## src/rtl/hb_decim_tdm.sv

```systemverilog
// Halfband decimate-by-2 FIR sharing one multiplier across NUM_CH interleaved channels, with
// runtime-loadable pair coefficients, bypass, round-half-up, saturation and valid/ready handshakes.
module hb_decim_tdm #(
  parameter int unsigned DATA_W    = 16,
  parameter int unsigned COEF_W    = 16,
  parameter int unsigned COEF_FRAC = 15,
  parameter int unsigned NUM_TAPS  = 27,
  parameter int unsigned NUM_CH    = 2,
  parameter int unsigned ACC_W     = 40,
  localparam int unsigned K        = (NUM_TAPS + 1) / 4,
  localparam int unsigned CA_W     = (K > 1) ? $clog2(K) : 1,
  localparam int unsigned CH_W     = (NUM_CH > 1) ? $clog2(NUM_CH) : 1
) (
  input  logic              clk,
  input  logic              reset_n,
  input  logic              bypass,
  input  logic              coef_we,
  input  logic [CA_W-1:0]   coef_addr,
  input  logic [COEF_W-1:0] coef_wdata,
  input  logic              s_valid,
  output logic              s_ready,
  input  logic [DATA_W-1:0] s_data,
  input  logic [CH_W-1:0]   s_chan,
  output logic              m_valid,
  input  logic              m_ready,
  output logic [DATA_W-1:0] m_data,
  output logic [CH_W-1:0]   m_chan,
  output logic              sat_flag,
  input  logic              clear_sat
);

  localparam int unsigned FILL_W = $clog2(NUM_TAPS + 1);
  localparam int unsigned IDX_W  = $clog2(NUM_TAPS);
  localparam int unsigned PRE_W  = DATA_W + 1;
  localparam int unsigned PROD_W = PRE_W + COEF_W;
  localparam int unsigned CENTER = (NUM_TAPS - 1) / 2;

  // Default pair coefficients h[2k], k=0 in the low slice; entries beyond the table reset to 0.
  localparam logic [7*COEF_W-1:0] CoefDef7 = {COEF_W'(10165), COEF_W'(-2753), COEF_W'(1078),
                                              COEF_W'(-394), COEF_W'(117), COEF_W'(-25),
                                              COEF_W'(3)};
  localparam logic [K-1:0][COEF_W-1:0] CoefRst = (K * COEF_W)'(CoefDef7);

  typedef enum logic [1:0] {StIdle, StMac, StCenter, StRound} state_e;

  state_e                                              state_q, state_d;
  logic [NUM_CH-1:0][NUM_TAPS-1:0][DATA_W-1:0]         buf_q, buf_d;
  logic [NUM_CH-1:0][FILL_W-1:0]                       fill_q, fill_d;
  logic [NUM_CH-1:0]                                   phase_q, phase_d;
  logic [K-1:0][COEF_W-1:0]                            coef_q, coef_d;
  logic [CA_W-1:0]                                     k_q, k_d;
  logic [CH_W-1:0]                                     ch_q, ch_d;
  logic signed [ACC_W-1:0]                             acc_q, acc_d;
  logic                                                m_valid_q, m_valid_d;
  logic [DATA_W-1:0]                                   m_data_q, m_data_d;
  logic [CH_W-1:0]                                     m_chan_q, m_chan_d;
  logic                                                sat_q, sat_d;
  logic                                                rdy_q, rdy_d;

  logic [IDX_W-1:0]         idx_a, idx_b;
  logic [DATA_W-1:0]        x_a, x_b, x_c;
  logic signed [PRE_W-1:0]  pre;
  logic signed [PROD_W-1:0] prod;
  logic signed [ACC_W-1:0]  prod_ext, ctr_ext, rnd, shr, max_v, min_v;
  logic [DATA_W-1:0]        r_sat;
  logic                     sat_now;

  assign s_ready  = rdy_q && (state_q == StIdle) && !m_valid_q;
  assign m_valid  = m_valid_q;
  assign m_data   = m_data_q;
  assign m_chan   = m_chan_q;
  assign sat_flag = sat_q;

  // Shared datapath: symmetric pre-add, one multiply, fixed 0.5 centre tap, round and clamp.
  always_comb begin
    idx_a    = IDX_W'({k_q, 1'b0});
    idx_b    = IDX_W'(NUM_TAPS - 1) - idx_a;
    x_a      = buf_q[ch_q][idx_a];
    x_b      = buf_q[ch_q][idx_b];
    x_c      = buf_q[ch_q][CENTER];
    pre      = $signed({x_a[DATA_W-1], x_a}) + $signed({x_b[DATA_W-1], x_b});
    prod     = pre * $signed(coef_q[k_q]);
    prod_ext = {{(ACC_W - PROD_W){prod[PROD_W-1]}}, prod};
    ctr_ext  = {{(ACC_W - DATA_W){x_c[DATA_W-1]}}, x_c} <<< (COEF_FRAC - 1);
    rnd      = acc_q + (ACC_W'(1) << (COEF_FRAC - 1));
    shr      = rnd >>> COEF_FRAC;
    max_v    = {{(ACC_W - DATA_W + 1){1'b0}}, {(DATA_W - 1){1'b1}}};
    min_v    = ~max_v;
    sat_now  = (shr > max_v) || (shr < min_v);
    if (shr > max_v) begin
      r_sat = max_v[DATA_W-1:0];
    end else if (shr < min_v) begin
      r_sat = min_v[DATA_W-1:0];
    end else begin
      r_sat = shr[DATA_W-1:0];
    end
  end

  always_comb begin
    state_d   = state_q;
    buf_d     = buf_q;
    fill_d    = fill_q;
    phase_d   = phase_q;
    coef_d    = coef_q;
    k_d       = k_q;
    ch_d      = ch_q;
    acc_d     = acc_q;
    m_valid_d = m_valid_q;
    m_data_d  = m_data_q;
    m_chan_d  = m_chan_q;
    sat_d     = sat_q;
    rdy_d     = 1'b1;

    if (clear_sat) sat_d = 1'b0;
    if (m_valid_q && m_ready) m_valid_d = 1'b0;

    unique case (state_q)
      StIdle: begin
        if (coef_we && (32'(coef_addr) < K)) coef_d[coef_addr] = coef_wdata;
        // Out-of-range channels are consumed without touching any state.
        if (s_valid && s_ready && (32'(s_chan) < NUM_CH)) begin
          if (bypass) begin
            m_valid_d = 1'b1;
            m_data_d  = s_data;
            m_chan_d  = s_chan;
          end else begin
            buf_d[s_chan]   = {buf_q[s_chan][NUM_TAPS-2:0], s_data};
            phase_d[s_chan] = ~phase_q[s_chan];
            if (fill_q[s_chan] != FILL_W'(NUM_TAPS)) fill_d[s_chan] = fill_q[s_chan] + 1'b1;
            if (!phase_q[s_chan] && (fill_d[s_chan] == FILL_W'(NUM_TAPS))) begin
              state_d = StMac;
              k_d     = '0;
              ch_d    = s_chan;
              acc_d   = '0;
            end
          end
        end
      end
      StMac: begin
        acc_d = acc_q + prod_ext;
        if (k_q == CA_W'(K - 1)) begin
          state_d = StCenter;
        end else begin
          k_d = k_q + 1'b1;
        end
      end
      StCenter: begin
        acc_d   = acc_q + ctr_ext;
        state_d = StRound;
      end
      StRound: begin
        m_valid_d = 1'b1;
        m_data_d  = r_sat;
        m_chan_d  = ch_q;
        if (sat_now) sat_d = 1'b1;
        state_d = StIdle;
      end
      default: state_d = StIdle;
    endcase
  end

  always_ff @(posedge clk or negedge reset_n) begin
    if (!reset_n) begin
      state_q   <= StIdle;
      buf_q     <= '0;
      fill_q    <= '0;
      phase_q   <= '0;
      coef_q    <= CoefRst;
      k_q       <= '0;
      ch_q      <= '0;
      acc_q     <= '0;
      m_valid_q <= 1'b0;
      m_data_q  <= '0;
      m_chan_q  <= '0;
      sat_q     <= 1'b0;
      rdy_q     <= 1'b0;
    end else begin
      state_q   <= state_d;
      buf_q     <= buf_d;
      fill_q    <= fill_d;
      phase_q   <= phase_d;
      coef_q    <= coef_d;
      k_q       <= k_d;
      ch_q      <= ch_d;
      acc_q     <= acc_d;
      m_valid_q <= m_valid_d;
      m_data_q  <= m_data_d;
      m_chan_q  <= m_chan_d;
      sat_q     <= sat_d;
      rdy_q     <= rdy_d;
    end
  end

endmodule

```

## config.mk

```make
export PLATFORM = sky130hd
export DESIGN_NAME = hb_decim_tdm
export DESIGN_NICKNAME = d
export VERILOG_FILES = /design/src/rtl/hb_decim_tdm.sv
export SDC_FILE = /design/constraint.sdc
export NUM_CORES = 2
export LEC_CHECK = 0
export CAP_MARGIN = 10
export CORE_AREA = 10 10 313 465
export DETAILED_ROUTE_END_ITERATION = 8
export DIE_AREA = 0 0 323 475
export PLACE_DENSITY = 0.63
export SLEW_MARGIN = 20
export SYNTH_ARGS = -nofsm -noshare
export SYNTH_HDL_FRONTEND = slang
export SYNTH_SLANG_ARGS = --single-unit
```

## constraint.sdc

```tcl
create_clock -name clk -period 11.51 [get_ports clk]
set_input_delay 1.7265 -clock clk [delete_from_list [all_inputs] [get_ports clk]]
set_output_delay 1.7265 -clock clk [all_outputs]
set_load 0.05 [all_outputs]
```

After elaboration in Yosys (flattened, before gate mapping)

Index checks and enable logic that the tools add are counted.

Reductions and logical operators: 22
Equal/unequal tests: 12
Muxes and demuxes: 61
Magnitude comparators: 11
Bitwise logic cells: 2
$add $sub $neg: 7
Multiply operators: 1

Operator list:

| kind                     | count |
|---|---|
| $mux W432                | 3 |
| $bwmux W864              | 1 |
| $mux W416                | 2 |
| $demux W432 S1           | 1 |
| $mux W16                 | 8 |
| $mux W40                 | 3 |
| $pmux W40 S3             | 1 |
| $bwmux W112              | 1 |
| $bmux W16 S3             | 2 |
| $bmux W16 S5             | 1 |
| $demux W16 S3            | 1 |
| $add A40 B16 Y40 const B | 1 |
| $add A40 B30 Y40         | 1 |
| $add A40 B33 Y40         | 1 |
| $mux W10                 | 4 |
| $mul A17 B16 Y33         | 1 |
| $pmux W16 S2             | 1 |
| $gt A25 B16 Y1 const B   | 1 |
| $lt A25 B16 Y1 const B   | 1 |
| $mux W5                  | 5 |
| $add A16 B16 Y17         | 1 |
| $mux W3                  | 4 |
| $reduce_and A4 Y1        | 3 |
| $mux W1                  | 11 |
| other kinds (35)         | 57 |

Output and inout bits: 20
Input port bits: 43
Bits in registers: 1054

Longest topological paths before layout

Depth in word-level cells: 17
Gate-level depth with buffers: 44
Mapped depth without buffers: 39

Worst setup path before layout

Ideal clock, no wire load.

Path kind: register -> register
Start: register k_q[0]
End: register acc_q[39]
Path slack: 1.422 ns
Data arrival time: 9.958 ns
Stages on the path, launching flop included: 42
Path buffers: 6
Data required time: 11.380 ns
Path through: dfrtp_1 buf_2 buf_2 buf_1 buf_1 mux4_2 a211oi_1 a21oi_1 ha_1 fa_1 a21oi_1 o21ai_0 a2111oi_1 nor3_1 nor2_1 a21oi_1 a41oi_1 clkbuf_1 [6 not listed] inv_1 fa_1 fa_1 inv_1 fa_1 inv_1 ha_1 clkbuf_1 and4_1 and2_1 nand3_1 nor3_2 nor2_1 o31ai_2 o21ai_1 a211oi_1 xnor2_1 o211ai_1

Cells in the longest elaborated chain, start to end: 7

Ends and longest elaborated chain:

| item                           | line | RTL |
|---|---|---|
| from (decl)                    | 51   | `logic [CA_W-1:0] k_q, k_d;` |
| from (signal assigned)         | 183  | `k_q <= k_d;` |
| $sub A5 B4 Y5                  | 77   | `idx_b = IDX_W'(NUM_TAPS - 1) - idx_a;` |
| $bmux W16 S5                   | 79   | `x_b = buf_q[ch_q][idx_b];` |
| $mux W16 (not written as such) | 79   |  |
| $add A16 B16 Y17               | 81   | `pre = $signed({x_a[DATA_W-1], x_a}) + $signed({x_b[DATA_W-1], x_b});` |
| $mul A17 B16 Y33 *             | 82   | `prod = pre * $signed(coef_q[k_q]);` |
| $add A40 B33 Y40 *             | 140  | `acc_d = acc_q + prod_ext;` |
| $pmux W40 S3 *                 | 117  | `unique case (state_q)` |
| to (signal assigned)           | 171  | `acc_q <= '0;` |
| to (signal assigned)           | 185  | `acc_q <= acc_d;` |
| to (decl)                      | 53   | `logic signed [ACC_W-1:0] acc_q, acc_d;` |

Mark *: on every way between the ends. The rest lies on a longest branch, timed or not. The select of a mux whose other input is x is not followed.
A chain may end at the register's enable or synchronous reset.

Final worst setup path

Start: register ch_q
End: register acc_q[39]

Cells in the longest elaborated chain, start to end: 8

Ends and longest elaborated chain:

| item                                           | line   | RTL |
|---|---|---|
| from (decl)                                    | 52     | `logic [CH_W-1:0] ch_q, ch_d;` |
| from (signal assigned)                         | 184    | `ch_q <= ch_d;` |
| $mux W432 (not written as such) * (2 in a row) | 80     | `x_c = buf_q[ch_q][CENTER];` |
| $bmux W16 S5 or $bmux W16 S3 (tied branches)   | 79, 78 |  |
| $mux W16 (on tied branches)                    | 79, 78 |  |
| $add A16 B16 Y17                               | 81     |  |
| $mul A17 B16 Y33                               | 82     |  |
| $add A40 B33 Y40                               | 140    |  |
| $pmux W40 S3 *                                 | 117    |  |

Marks and branches as above.

==> flow_summary.yaml <==
critical_path:
  worstPathArrival_ns: 11.42
  worstSetupPathType: "reg2reg"
  worstReg2RegEnd: "acc_q[39]"
  r2r_slack_ns: 0.68
  path_buf_inv: 7
  reg2reg_depth: 36
  start_kind: "flop"
  worstPathRequired_ns: 12.10
  cp_common_cell: "fa_1"
  worstSetupEndpointType: "flop"
  crit_slowest_cell: "dfrtp_4"
  crit_family: "adder cells"
  r2r_start: "ch_q"
  cp_max_fo: 29
  cpPeakStageDelay_ns: 0.61
global_routing:
  grt_pass1_vias: 40000
  grt_usage_pct: 18.9
  antenna_found_initial: 1
  grt_overflow: 0
  grt_start_max_net_pins: 189
  grt_first_pass_wirelength_um: 229000
finish:
  nets: 5374
  final_cell_mix: "1013 x mux2_2, 991 x dfrtp_1, 475 x inv_1, 343 x fa_1, 265 x nand2_1"
  drive_gt1_share_pct: 31.9
  final_common_cell: "mux2_2"
  syn_to_final_growth_pct: 10.6
clock_tree:
  worstSkewPairLatency_ns: 0.71
  h-tree-depth: 3
  postCtsSetupBuffers: 0
  cts_buffer_depth: 3
  cts_num_sinks: 1054
  cts-root-buf: "clkbuf_16"
  ctsHoldBuffers: 0
  numCtsBuffers: 100
  ctsResizeCount: 0
  tritoncts: "done"
  path_clk_slew_ns: 0.07
timing:
  hold_violations: 0
  fin_skew_ns: 0.0295
  setup_viol: 0
  rsz0062_at_grt: "no"
  slew_violations: 0
  max_slew.worst_pin.slew_ns: 1.06
  finalSetupTns_ns: 0
  relSlewSlack_pct: 29.7
  post-route-period-util_pct: 94.1
  min_period_ns: 10.83
  setup_slack_ns: 0.681
  hold-worst-slack_ns: 0.471
  fmax_ghz: 0.0923
die:
  core_sq_um: 137000
  initial_core_util_pct: 44.8
  die_area_sq_um: 153000
  io_pins: 63
  std_cell_rows: 166
  die_x_um: 323
  die_h_um: 475
worst_hold_path:
  holdCritStartpoint: "phase_q[0]"
  min_path_cells: 1
  hp-class: "reg2reg"
  min_to: "phase_q[0]"
status:
  status: "finished clean"
synthesis:
  synth_top_family_by_area: "multiplexers"
  synth_seq_cells: 1054
  synth.avg_cell_area_sq_um: 12.8
  syn_nets: 5333
  synth_edf_count: 0
  synth_compound_area_share_pct: 4.49
  synth.distinct_cells: 86
  synthFlopType: "dfrtp_1"
  async_flop_share_pct: 100
  muxShareOfSynthArea_pct: 26.3
  ys_warn_count: 0
  yosysSeqAreaShare_pct: 43.2
  synthCells: 4782
  synth_fa_ha_area_share_pct: 14.6
  synth_xor_area_share_pct: 1.62
  netlist_area_sq_um: 61200
  synth-simple-area-share_pct: 5.15
drt:
  drc: 0
  wl_um: 142000
  routedWlPerCell_um: 21.3
  first_pass_iters: 7
  drt_iter0_drc: 1717
  viasPerCell: 5.51
  vias: 36800
  drtAntennaViolNets: 0
place:
  dp_hpwl_um: 104000
  dpl_worst_slack_ns: 0.704
  portBuffers: 62
  gp_congestion: 0.886
job:
  maxCapViolations: 0
synth_stat cells (all sizes together), types with 12 or more instances:
cell	n	area share, %
and3	16	0.16
o21bai	12	0.15
mux2	1013	19
and2	48	0.49
nand2b	16	0.16
inv	476	2.9
nor2	231	1.4
a31oi	25	0.27
fa	343	11
xor2	49	0.70
a22o	17	0.24
dfstp	59	2.5
nand3	29	0.25
mux4	171	6.3
a21o	29	0.36
mux2i	84	1.4
o21ai	115	0.94
xnor2	64	0.92
buf	92	0.75
a21oi	113	0.95
dfrtp	995	41
nand2	266	1.6
ha	165	3.4
clkbuf	145	0.89
a22oi	14	0.17
nor3	21	0.19
nor2b	15	0.15
worst max path at each step:
| stage | cells past startpoint | start | end | slack (ns) |
|---|---|---|---|---|
| 6_report | 36 | ch_q | acc_q[39] | 0.68 |
| 2_1_floorplan | 41 | k_q[0] | acc_q[39] | 1.42 |
| 5_1_grt | 37 | ch_q | acc_q[39] | 0.05 |
| 3_5_place_dp | 37 | ch_q | acc_q[36] | 0.70 |
| 3_3_place_gp | 36 | ch_q | acc_q[39] | 0.80 |
| 4_1_cts | 37 | ch_q | acc_q[36] | 0.65 |
kinds of logic after synthesis:
logic type | count (synthesis)
xor+xnor | 113
other cells | 1
flops | 1054
mux | 1268
compound gates | 427
simple gates | 697
buf+inv | 714
fa+ha+maj | 508
stage by stage:
stage	area, sq um	cells	util, %
floorplan	61200	4782	-
global placement	64100	6485	46.9
detailed placement	64100	6485	46.9
CTS	67600	6667	49.5
global route	67600	6668	49.5
finish	67600	6668	49.5
metal layers:
| metal | wire length (um) | part of all wire (%) | track usage [%] |
|---|---|---|---|
| met1 | 55500 | 39 | 22.1 |
| met4 | 6780 | 4.8 | 8.45 |
| met3 | 4680 | 3.3 | 2.48 |
| met5 | 0 | 0 | 0 |
| met2 | 75100 | 53 | 34.2 |
final cells by class:
| cell class | count | area [sq um] |
|---|---|---|
| Fill cell | 11900 | 69100 |
| Sequential cell | 1054 | 26500 |
| Clock buffer | 141 | 2900 |
| Antenna cell | 1 | 2.50 |
| Tap cell | 1764 | 2210 |
| Clock inverter | 41 | 621 |
| Multi-Input combinational cell | 3014 | 32000 |
| Timing Repair Buffer | 176 | 1650 |
| Inverter | 477 | 1790 |
sequential cells by signal, summed over array words and instances, names as in the netlist:
register and cells:
state_q 2, sat_flag 1, m_chan 1, phase_q 2
fill_q 10, ch_q 1, rdy_q 1, buf_q 864
acc_q 40, m_data 16, k_q 3, m_valid 1
coef_q 112
Power is not shown: default switching activity piles up to over one toggle a cycle in this logic, so the estimate is an artifact.
